[config.mk]
export PLATFORM = sky130hd
export DESIGN_NAME = mmio_uart_tx
export DESIGN_NICKNAME = d
export VERILOG_FILES = /design/src/rtl/mmio_uart_tx_pkg.sv /design/src/rtl/mmio_uart_tx_sync_fifo.sv /design/src/rtl/mmio_uart_tx.sv
export SDC_FILE = /design/constraint.sdc
export NUM_CORES = 1
export LEC_CHECK = 0
export ABC_CLOCK_PERIOD_IN_PS = 10900
export CELL_PAD_IN_SITES_DETAIL_PLACEMENT = 1
export CELL_PAD_IN_SITES_GLOBAL_PLACEMENT = 2
export CORE_ASPECT_RATIO = 0.5
export CORE_MARGIN = 2
export CORE_UTILIZATION = 32
export DETAILED_ROUTE_END_ITERATION = 7
export PLACE_DENSITY = 0.85
export SYNTH_ARGS = -nofsm -noshare
export SYNTH_HDL_FRONTEND = slang
export SYNTH_SLANG_ARGS = --single-unit
[constraint.sdc]
create_clock -name clk -period 10.9 [get_ports clk]
set_input_delay 2.18 -clock clk [delete_from_list [all_inputs] [get_ports clk]]
set_output_delay 2.18 -clock clk [all_outputs]
set_load 0.02 [all_outputs]
[src/rtl/mmio_uart_tx_pkg.sv]
// Shared constants for the memory-mapped UART transmitter: register offsets, STATUS bits, FSM encoding.
// Latency: none (declarations only).
// Backpressure: none (declarations only).
package mmio_uart_tx_pkg;

  // Register offsets within the 32-byte window, taken from dm_addr[4:3]
  localparam logic [1:0] UART_TXDATA = 2'd0;
  localparam logic [1:0] UART_STATUS = 2'd1;
  localparam logic [1:0] UART_DIV    = 2'd2;

  // STATUS register bit positions
  localparam int STAT_FULL   = 0;
  localparam int STAT_EMPTY  = 1;
  localparam int STAT_BUSY   = 2;
  localparam int STAT_OVF    = 3;
  localparam int STAT_CNT_LO = 8;
  localparam int STAT_CNT_HI = 15;

  // dm_rd_ctrl / dm_wr_ctrl value meaning "no access", shared with ctrl and dram_ctrl
  localparam logic [2:0] DM_CTRL_NONE = 3'b000;

  // Serial FSM states
  typedef enum logic [1:0] {
    ST_IDLE  = 2'd0,
    ST_START = 2'd1,
    ST_DATA  = 2'd2,
    ST_STOP  = 2'd3
  } tx_state_t;

  // A divider of zero would never reach a bit boundary, so it is treated as one clock per bit
  function automatic logic [15:0] div_effective(input logic [15:0] div);
    return (div == 16'd0) ? 16'd1 : div;
  endfunction

endpackage

[src/rtl/mmio_uart_tx_sync_fifo.sv]
// Generic synchronous FIFO: circular buffer with wrapping pointers and a separate occupancy count.
// Latency: a pushed entry is visible on dout/empty one clock after the push edge.
// Backpressure: pushes while full and pops while empty are ignored; the caller reads full/empty.
module sync_fifo #(
  parameter int WIDTH = 8,
  parameter int DEPTH = 8
) (
  input  logic                     clk,
  input  logic                     rst,
  input  logic                     push,
  input  logic [WIDTH-1:0]         din,
  input  logic                     pop,
  output logic [WIDTH-1:0]         dout,
  output logic                     full,
  output logic                     empty,
  output logic [$clog2(DEPTH):0]   count
);

  localparam int AW = $clog2(DEPTH);

  logic [WIDTH-1:0] mem [DEPTH];
  logic [AW-1:0]    rd_ptr;
  logic [AW-1:0]    wr_ptr;
  logic             push_ok;
  logic             pop_ok;

  assign full    = (count == (AW+1)'(DEPTH));
  assign empty   = (count == '0);
  assign push_ok = push && !full;
  assign pop_ok  = pop && !empty;
  assign dout    = mem[rd_ptr];

  // Storage array; contents need no reset because count guards every read
  always_ff @(posedge clk) begin
    if (push_ok) begin
      mem[wr_ptr] <= din;
    end
  end

  // Pointers wrap naturally at DEPTH; count tracks occupancy independently
  always_ff @(posedge clk) begin
    if (!rst) begin
      rd_ptr <= '0;
      wr_ptr <= '0;
      count  <= '0;
    end else begin
      if (push_ok) begin
        wr_ptr <= wr_ptr + 1'b1;
      end
      if (pop_ok) begin
        rd_ptr <= rd_ptr + 1'b1;
      end
      case ({push_ok, pop_ok})
        2'b10:   count <= count + 1'b1;
        2'b01:   count <= count - 1'b1;
        default: count <= count;
      endcase
    end
  end

endmodule

[src/rtl/mmio_uart_tx.sv]
// Memory-mapped 8N1 UART transmitter on the CPU data-memory bus, fed from a TX FIFO.
// Latency: reads are combinational; a byte written into an empty FIFO starts its frame on the next edge.
// Backpressure: none toward the core; a push to a full FIFO is dropped and sets the sticky overflow bit.
module mmio_uart_tx
  import mmio_uart_tx_pkg::*;
#(
  parameter logic [63:0] BASE_ADDR   = 64'h0000_0000_1000_0000,
  parameter int          FIFO_DEPTH  = 8,
  parameter logic [15:0] DEFAULT_DIV = 16'd868
) (
  input  logic        clk,
  input  logic        rst,
  input  logic [2:0]  dm_rd_ctrl,
  input  logic [2:0]  dm_wr_ctrl,
  input  logic [63:0] dm_addr,
  input  logic [63:0] dm_din,
  output logic [63:0] dm_dout,
  output logic        sel,
  output logic        tx
);

  localparam int CW = $clog2(FIFO_DEPTH) + 1;

  logic [1:0]    offset;
  logic          rd_en;
  logic          wr_en;
  logic          push;
  logic          load;
  logic          baud_end;
  logic [7:0]    fifo_dout;
  logic          fifo_full;
  logic          fifo_empty;
  logic [CW-1:0] fifo_count;
  logic [15:0]   div_reg;
  logic [15:0]   div_eff;
  logic [15:0]   baud_cnt;
  logic [2:0]    bit_idx;
  logic [7:0]    shift;
  logic          overflow;
  tx_state_t     state;
  logic          unused_bus_bits;

  // Width and low address bits are don't-care for this peripheral
  assign unused_bus_bits = ^{dm_addr[2:0], dm_din[63:16]};

  assign sel    = (dm_addr[63:5] == BASE_ADDR[63:5]);
  assign offset = dm_addr[4:3];
  assign rd_en  = sel && (dm_rd_ctrl != DM_CTRL_NONE);
  assign wr_en  = sel && (dm_wr_ctrl != DM_CTRL_NONE);
  assign push   = wr_en && (offset == UART_TXDATA) && !fifo_full;

  assign baud_end = (baud_cnt == div_eff - 16'd1);
  // A new frame is loaded from IDLE, or straight out of STOP so frames run back to back
  assign load     = !fifo_empty && ((state == ST_IDLE) || ((state == ST_STOP) && baud_end));

  sync_fifo #(
    .WIDTH (8),
    .DEPTH (FIFO_DEPTH)
  ) u_fifo (
    .clk   (clk),
    .rst   (rst),
    .push  (push),
    .din   (dm_din[7:0]),
    .pop   (load),
    .dout  (fifo_dout),
    .full  (fifo_full),
    .empty (fifo_empty),
    .count (fifo_count)
  );

  // Bus writes: DIV update, overflow set on a dropped push, overflow clear on any STATUS write
  always_ff @(posedge clk) begin
    if (!rst) begin
      div_reg  <= DEFAULT_DIV;
      overflow <= 1'b0;
    end else if (wr_en) begin
      case (offset)
        UART_TXDATA: if (fifo_full) overflow <= 1'b1;
        UART_STATUS: overflow <= 1'b0;
        UART_DIV:    div_reg  <= dm_din[15:0];
        default:     ;
      endcase
    end
  end

  // Combinational read mux; zero whenever the window is not being read
  always_comb begin
    dm_dout = 64'h0;
    if (rd_en) begin
      case (offset)
        UART_STATUS: begin
          dm_dout[STAT_FULL]                = fifo_full;
          dm_dout[STAT_EMPTY]               = fifo_empty;
          dm_dout[STAT_BUSY]                = (state != ST_IDLE);
          dm_dout[STAT_OVF]                 = overflow;
          dm_dout[STAT_CNT_HI:STAT_CNT_LO]  = 8'(fifo_count);
        end
        UART_DIV: dm_dout[15:0] = div_reg;
        default:  dm_dout = 64'h0;
      endcase
    end
  end

  // Serial FSM: start bit, 8 data bits LSB first, stop bit; divider is latched once per frame
  always_ff @(posedge clk) begin
    if (!rst) begin
      state    <= ST_IDLE;
      tx       <= 1'b1;
      baud_cnt <= 16'd0;
      bit_idx  <= 3'd0;
      shift    <= 8'd0;
      div_eff  <= div_effective(DEFAULT_DIV);
    end else begin
      case (state)
        ST_IDLE: begin
          tx <= 1'b1;
          if (load) begin
            shift    <= fifo_dout;
            div_eff  <= div_effective(div_reg);
            baud_cnt <= 16'd0;
            state    <= ST_START;
            tx       <= 1'b0;
          end
        end
        ST_START: begin
          if (baud_end) begin
            baud_cnt <= 16'd0;
            bit_idx  <= 3'd0;
            state    <= ST_DATA;
            tx       <= shift[0];
          end else begin
            baud_cnt <= baud_cnt + 16'd1;
          end
        end
        ST_DATA: begin
          if (baud_end) begin
            baud_cnt <= 16'd0;
            if (bit_idx == 3'd7) begin
              state <= ST_STOP;
              tx    <= 1'b1;
            end else begin
              bit_idx <= bit_idx + 3'd1;
              shift   <= shift >> 1;
              tx      <= shift[1];
            end
          end else begin
            baud_cnt <= baud_cnt + 16'd1;
          end
        end
        ST_STOP: begin
          if (baud_end) begin
            baud_cnt <= 16'd0;
            if (load) begin
              shift   <= fifo_dout;
              div_eff <= div_effective(div_reg);
              state   <= ST_START;
              tx      <= 1'b0;
            end else begin
              state <= ST_IDLE;
              tx    <= 1'b1;
            end
          end else begin
            baud_cnt <= baud_cnt + 16'd1;
          end
        end
        default: begin
          state <= ST_IDLE;
          tx    <= 1'b1;
        end
      endcase
    end
  end

endmodule

### After elaboration in Yosys (flattened, before gate mapping)

Memory sizes are Yosys's and may differ from the RTL's. A register that Yosys moved wholly into a read port is not among the register bits.
Cells that the tools add are included.

* mux-type cells: 40
* equality and inequality tests: 18
* add/subtract/negate cells: 7
* reductions and logical operators: 31

Operators by type and width (number)
* 16-bit two-way mux: 6
* 16-bit case mux with 2 select lines: 2
* 59-bit by 24-bit == test with 1-bit output, second input constant: 1
* 8-bit two-way mux: 4
* 8-bit case mux with 3 select lines: 1
* 16-bit by 1-bit adder with 16-bit output, second input constant: 1
* 16-bit == test: 1
* 16-bit zero test: 1
* 4-bit case mux with 2 select lines: 2
* 8-bit case mux with 2 select lines: 1
* 16-bit by 1-bit subtractor with 16-bit output, second input constant: 1
* 3-bit two-way mux: 5
* 2-bit != test, second input constant: 6
* 2-bit two-way mux: 5
* 2-bit nonzero test: 5
* 3-bit by 1-bit adder with 3-bit output, second input constant: 3
* 1-bit two-way mux: 9
* 3-bit nonzero test: 3
* 2-bit == test, second input constant: 4
* 1-bit logical AND: 8
* 2-bit case mux with 4 select lines: 1
* 4-bit AND reduction: 2
* 2-bit by 1-bit == test with 1-bit output, second input constant: 3
* 3-bit case mux with 2 select lines: 1
* other kinds (16): 20

* memories kept: 1
* bits in writable memories: 64
* flip-flop bits (word level): 73

Memory list
* u_fifo.mem: depth 8, bits a word 8, rd ports 1, clocked after Yosys merged registers in 1, write ports 1, RTL line mmio_uart_tx_sync_fifo.sv:21 `logic [WIDTH-1:0] mem [DEPTH];`

### Longest topological paths before layout

Gate-level depths: netlist of run 1.

* depth after elaboration: 8
* gate-level depth with buffers: 18

### Cells and area by module

A second synthesis of run 1 with hierarchy kept.

* cells, all modules: 691
* area total of the unflattened synthesis: 7330.8 um^2

By module, submodules not included
* mmio_uart_tx: area an instance 4229.1 um^2, times used 1, seq. area each 1261.2 um^2, cells each 523
* sync_fifo: area an instance 3101.7 um^2, times used 1, seq. area each 2182.1 um^2, cells each 168

### Worst setup path after synthesis of run 1

Ideal clock, no wire load.

* path kind: input port to output port
* start: input port dm_addr[10]
* end: output port dm_dout[0]
* cell stages on the path: 6
* slack: 4.509 ns
* arrival: 4.211 ns
* required time: 8.720 ns
* cells stage by stage: nor4_1 > nand4_1 > nor4_1 > o31a_1 > nand2_1 > nor2_1

* cells in the longest elaborated chain, start to end: 3

RTL lines
* start, declared: RTL line mmio_uart_tx.sv:15 `input logic [63:0] dm_addr,`
* 59-bit by 24-bit == test with 1-bit output: RTL line mmio_uart_tx.sv:46 `assign sel = (dm_addr[63:5] == BASE_ADDR[63:5]);`
* via sel: RTL line mmio_uart_tx.sv:18 `output logic sel,`
* 1-bit logical AND: RTL line mmio_uart_tx.sv:48 `assign rd_en = sel && (dm_rd_ctrl != DM_CTRL_NONE);`
* 16-bit two-way mux: RTL line mmio_uart_tx.sv:89 `if (rd_en) begin`
* end, declared: RTL line mmio_uart_tx.sv:17 `output logic [63:0] dm_dout,`

The timed path passes the listed nets, and every way through them passes these cells.

### Worst setup path in the final report of run 1

* start: input port dm_addr[5]
* end: output port dm_dout[1]

* cells in the longest elaborated chain, start to end: 3

RTL lines (RTL line)
* 59-bit by 24-bit == test with 1-bit output: mmio_uart_tx.sv:46
* 1-bit logical AND: mmio_uart_tx.sv:48
* 16-bit two-way mux: mmio_uart_tx.sv:89

Every way passes these cells.

==> impl_metrics.toml, run 1 <==
[grt]
grtUsageTotal_pct = 17.5
grt_use_met3_pct = 2.89
use_met2_pct = 30.0
grt_antenna_before_repair = 0
grt_pass1_wl_um = 32900
grt_use_met1_pct = 22.2
top_usage_layer = "met2"
grt_max_degree = 47
gr-total-overflow = 0
grt_pass1_vias = 6089

[yosys]
synthFlopType = "dfxtp_1"
synth_area_um2 = 7270
synth_edf_count = 64
yosysWarnings = 0
ys_ff_latch = 140
seq_area_frac_synth_pct = 47.4
syn_area_per_cell_um2 = 10.2
syn_inst = 716
async_reset_ff_share_pct = 0
synth.distinct_cells = 67

[cts]
path_clk_slew_ns = 0.06
cts_sinks = 140
cts_buffers = 17
root_buffer = "clkbuf_16"
post_cts_buffers = 0
clock_latency_ns = 0.43
cts-resized-gates = 0
cts_buffer_depth = 2
cts_tree = "done"
cts_max_level = 4
ctsHoldBuffers = 0

[setup_path]
crit_type = "input port to output port"
crit_path_max_fanout = 8
worst_path_largest_cell_delay_ns = 0.65
required_ns = 8.72
crit_slowest_cell = "clkdlybuf4s50_1"
critPathCaptureType = "output port"
cp_cell_sequence = "clkdlybuf4s50_1 -> nor4_1 -> nand4_1 -> nor4_1 -> o31a_1 -> nand2_1 -> nor2_1 -> clkdlybuf4s50_1"
start_kind = "input port"
cp.arrival_ns = 4.98

[finish]
final_net_count = 961
diodes = 0
layout-drive-gt1-share_pct = 7.56
syn2layout_area_growth_pct = 23.4
largest_register_ffs = 64
top_register = "u_fifo.mem"

[drt]
drt_wl_total_um = 20400
dr_total_vias = 5720
ant_nets = 0
post-route-drc-count = 0
vias_per_cell = 5.11
firstDrtPassIters = 4
drt_iter0_drc = 307
wire_per_inst_um = 18.2

[floorplan]
die_width_um = 217
fp.dieH_um = 111
initial_core_util_pct = 33.1
row_count = 38
io_pins = 202
dieArea_um2 = 24000
core_um2 = 22000

[run]
cap_violations = 0

[power]
intPower_mw = 0.939
comb_power_share_pct = 5.2
switching_power_mw = 0.265
ir_drop_v = 0.000132
power.leakage_nw = 3.42
total_power_mw = 1.20
p_per_area_nw_per_um2 = 134
share_seq_of_total_power_pct = 45.5
clockPowerShare_pct = 49.3
sw_frac_of_total_pct = 22.0

[run_status]
outcome = "finished clean"

[sta]
drv_slew = 0
rsz0062_at_grt = "no"
tightest_slew_ns = 1.17
hold_viol = 0
finalSetupViolations = 0
finalSetupTns_ns = 0
relSlewSlack_pct = 22.0
layout_min_cycle_time_ns = 7.16
finClkSkew_ns = 0.0151
max_clock_freq_mhz = 140
setup_ws_ns = 3.74
fin_hold_ws_ns = 0.471
fin_crit_sh_pct = 65.7

[place]
place.gp.congestion = 0.869
numPortBuffers = 102
pre_cts_ws_ns = 3.75
dpl.hpwl_um = 14700

[min_path]
holdCritPathClass = "flip-flop to flip-flop"
metrics by stage:
step	util (%)	cells	area (um^2)
final	40.8	1120	8970
after global routing	40.8	1120	8970
after CTS	40.8	1120	8970
after detailed placement	38.1	1088	8370
after global placement	38.1	1088	8370
after floorplan	-	763	7450
critical path: cells and delay by family:
family,cells,cell delay [ns]
and+or+nand+nor,5,1.40
buffers and inverters,2,1.07
AOI/OAI and AO/OA,1,0.33
Yosys cell counts (5+ instances only):
cell type,instances,area (um^2)
dfxtp_1,76,1520
nand2_1,67,251
nor2_1,65,244
edfxtp_1,64,1920
buf_4,50,375
a21oi_1,36,180
nor4_1,25,156
nor3_1,24,120
inv_1,23,86.3
mux2i_1,23,230
o21ai_0,21,105
clkbuf_1,20,75.1
ha_1,17,213
mux4_2,16,360
nand3_1,16,80.1
a21o_1,14,105
and3_1,13,81.3
xor2_1,13,114
xnor2_1,12,105
a41o_1,10,100
or3_1,9,56.3
a211oi_1,8,60.1
a22oi_1,8,60.1
buf_2,7,35.0
nor2b_1,5,31.3
power by group through the flow:
| stage | clock network (mW) | registers (mW) | logic, mW |
|---|---|---|---|
| 3_3_place_gp | 0 | 0.560 | 0.0604 |
| 4_1_cts | 0.605 | 0.548 | 0.0619 |
| 5_1_grt | 0.631 | 0.548 | 0.0666 |
| 6_report | 0.594 | 0.548 | 0.0621 |
| 3_5_place_dp | 0 | 0.560 | 0.0616 |
| 2_1_floorplan | 0 | 0.560 | 0.0365 |
area by class of cell:
type                    instances  area, um^2
repair buffers                107        1060
well taps                     300         375
clock buffers                  19         433
flip-flops and latches        140        3440
clock inverters                13         163
fillers                      2499       13000
multi-input cells             518        3410
inverters                      23        86.3
logic make-up after synthesis:
logic type,share of synthesized area [%]
AND/OR/NAND/NOR,16.9
flip-flops,47.4
AO/OA/AOI/OAI,13.1
buffers and inverters,8.23
multiplexers,8.12
XOR/XNOR,3.01
adder cells (fa/ha/maj),3.20
other,0.0516
final timing paths:
kind	endpoint	slack, ns	from	cells past startpoint
max reg2reg	u_fifo.count[3]$_SDFFE_PN0P_	6.51	div_eff[0]$_SDFFE_PN0P_	16
min	shift[7]$_SDFFE_PN0P_	0.47	shift[7]$_SDFFE_PN0P_	2
min reg2reg	shift[7]$_SDFFE_PN0P_	0.47	shift[7]$_SDFFE_PN0P_	2
max	dm_dout[1]	3.74	dm_addr[5]	8
cells in the final DEF (no fill, tap or decap), types with 8 or more instances in the layout:
cell,netlist,routed
mux4_2,16,16
a22oi_1,8,8
inv_1,23,23
mux2i_1,23,23
a21oi_1,36,35
a211oi_1,8,8
xnor2_1,12,12
xor2_1,13,13
dfxtp_1,76,76
nand3_1,16,16
clkbuf_16,0,17
nor3_1,24,24
edfxtp_1,64,64
clkdlybuf4s50_1,0,102
conb_1,1,48
o21ai_0,21,21
and3_1,13,13
a21o_1,14,14
nor2_1,65,65
a41o_1,10,10
nor4_1,25,25
ha_1,17,17
or3_1,9,9
nand2_1,67,67
routing by layer:
layer / routed length (um) / vias up
li1: - / 2722
met2: 10200 / 110
met5: 0 / -
met1: 9300 / 2864
met4: 313 / 0
met3: 574 / 24
Note: power is estimated with default switching activity, not from simulation.
==> inputs of run 2 (changes only) <==
ABC_CLOCK_PERIOD_IN_PS = 6700   (was 10900)
CORE_UTILIZATION = 30   (was 32)
PLACE_DENSITY = 0.8   (was 0.85)
clock period = 6.7 ns   (was 10.9 ns; I/O delays follow)
==> run 2 against run 1 <==
Against the previous run:
- sequential share of layout area shrank 0.14 points
- routed wire length shrank 2.4%
- cell area grew 0.36%
- sequential cell count is the same
- non-clock buffer count grew 1
- register-to-register slack lost 4.2 ns
- clock power grew 58%
- critical path depth grew 1
- power grew 60%
- sequential power grew 63%
- critical path type unchanged
==> impl_metrics.toml, run 2 (synthesized netlist as in run 1, its figures left out) <==
[floorplan]
dieArea_um2 = 25600
row_count = 40
io_pins = 202
fp.dieH_um = 114
die_width_um = 224
core_um2 = 23900
initial_core_util_pct = 30.5

[finish]
fill_cells = 2686
mostFrequentLayoutCell = "clkdlybuf4s50_1"
final_cell_mix = "clkdlybuf4s50_1, dfxtp_1, nand2_1"
top_register = "u_fifo.mem"
largest_register_ffs = 64
syn2layout_area_growth_pct = 23.8
final_net_count = 962
layout-drive-gt1-share_pct = 7.92
finish.utilization_pct = 37.7
layoutNonFillerInstCount = 1136
diodes = 0

[setup_path]
crit_path_max_fanout = 8
critPathCaptureType = "output port"
start_kind = "input port"
required_ns = 5.36
reg2reg_depth = 16
rrSetupSlack_ns = 2.35
rr_startpoint = "div_eff[0]$_SDFFE_PN0P_"
r2r-end = "u_fifo.count[3]$_SDFFE_PN0P_"
cp.arrival_ns = 3.97
crit_type = "input port to output port"

[sta]
setup_ws_ns = 1.39
finClkSkew_ns = 0.0123
finalSetupTns_ns = 0
hold_viol = 0
max_clock_freq_mhz = 188
rsz0062_at_grt = "no"
layout_min_cycle_time_ns = 5.31
finalSetupViolations = 0
drv_slew = 0
tightest_slew_ns = 1.12
fin_crit_sh_pct = 79.3
relSlewSlack_pct = 25.0

[grt]
grt_antenna_before_repair = 0
gr-total-overflow = 0
grt_max_degree = 47
grtUsageTotal_pct = 16.2
grt_pass1_vias = 5772
grt_pass1_wl_um = 31800

[drt]
firstDrtPassIters = 4
ant_nets = 0
post-route-drc-count = 0
drt_iter0_drc = 244
vias_per_cell = 4.96
drt_wl_total_um = 19900
wire_per_inst_um = 17.5
dr_total_vias = 5629

[cts]
cts_buffer_depth = 2
path_clk_slew_ns = 0.06
cts_max_level = 4
ctsHoldBuffers = 0
clock_latency_ns = 0.43
post_cts_buffers = 0
cts-resized-gates = 0
cts_tree = "done"
root_buffer = "clkbuf_16"
cts_buffers = 17
cts_sinks = 140

[power]
power.leakage_nw = 3.43
share_seq_of_total_power_pct = 46.2
ir_drop_v = 0.000175
sw_frac_of_total_pct = 25.3
intPower_mw = 1.44
comb_power_share_pct = 5.2
p_per_area_nw_per_um2 = 214
switching_power_mw = 0.487
clockPowerShare_pct = 48.6

[place]
numPortBuffers = 102
place.gp.congestion = 0.817
dpl.hpwl_um = 14600
pre_cts_ws_ns = 1.39
dpl.cell_count = 1104

[min_path]
holdCritPathClass = "flip-flop to flip-flop"
min_from = "shift[7]$_SDFFE_PN0P_"
holdPathStages = 2
hold_end = "shift[7]$_SDFFE_PN0P_"

[run]
cap_violations = 0

[run_status]
outcome = "finished clean"
run 2: metal layers:
layer  global-route usage, %  share of wire [%]  wire length [um]  up-vias
met5                       0                  0                 0        -
met4                    5.69                1.1               222        0
met3                    2.21                2.9               572       14
met2                    28.1                 50              9890       94
met1                    20.8                 46              9190     2795
li1                        -                  -                 -     2726
run 2: critical path, cell delays in order:
cell and delay [ns]:
clkdlybuf4s50_1 0.43, nor4_1 0.30, nand4_1 0.14, nor4_1 0.29, buf_4 0.17, o31a_1 0.23, nand2_1 0.22, nor2_1 0.16
clkdlybuf4s50_1 0.67
run 2: how the worst max path moves through the flow:
stage | slack, ns | startpoint | end | cells after the start
finish | 1.39 | dm_addr[5] | dm_dout[0] | 9
global route | 1.17 | dm_addr[36] | dm_dout[0] | 9
CTS | 1.38 | dm_addr[44] | dm_dout[0] | 9
detailed placement | 1.39 | dm_addr[44] | dm_dout[0] | 9
global placement | 1.41 | dm_addr[10] | dm_dout[2] | 9
floorplan | 1.99 | dm_addr[10] | dm_dout[0] | 6
run 2: stage by stage:
stage               instance area (um^2)  power (mW)  hold WS [ns]
finish                              9000        1.93         0.476
global route                        9000        1.99         0.512
CTS                                 9000        1.95         0.482
detailed placement                  8400        1.01         0.471
global placement                    8400        1.01         0.459
floorplan                           7450       0.970         0.444
run 2: cell type report:
type                       instances  area (um^2)  share of cell area [%]
clock inverter                    15          176                    1.96
clock buffer                      17          425                    4.73
sequential                       140         3440                    38.3
tap                              315          394                    4.38
timing repair buffer             108         1070                    11.8
multi-input combinational        518         3410                    37.9
inverter                          23         86.3                   0.959
run 2: power by group through the flow:
stage               combinational (mW)  sequential, mW  clock [mW]
finish                          0.0999           0.892       0.937
detailed placement              0.0996           0.911           0
CTS                              0.100           0.891       0.956
global placement                0.0978           0.911           0
floorplan                       0.0594           0.911           0
global route                     0.108           0.891       0.992
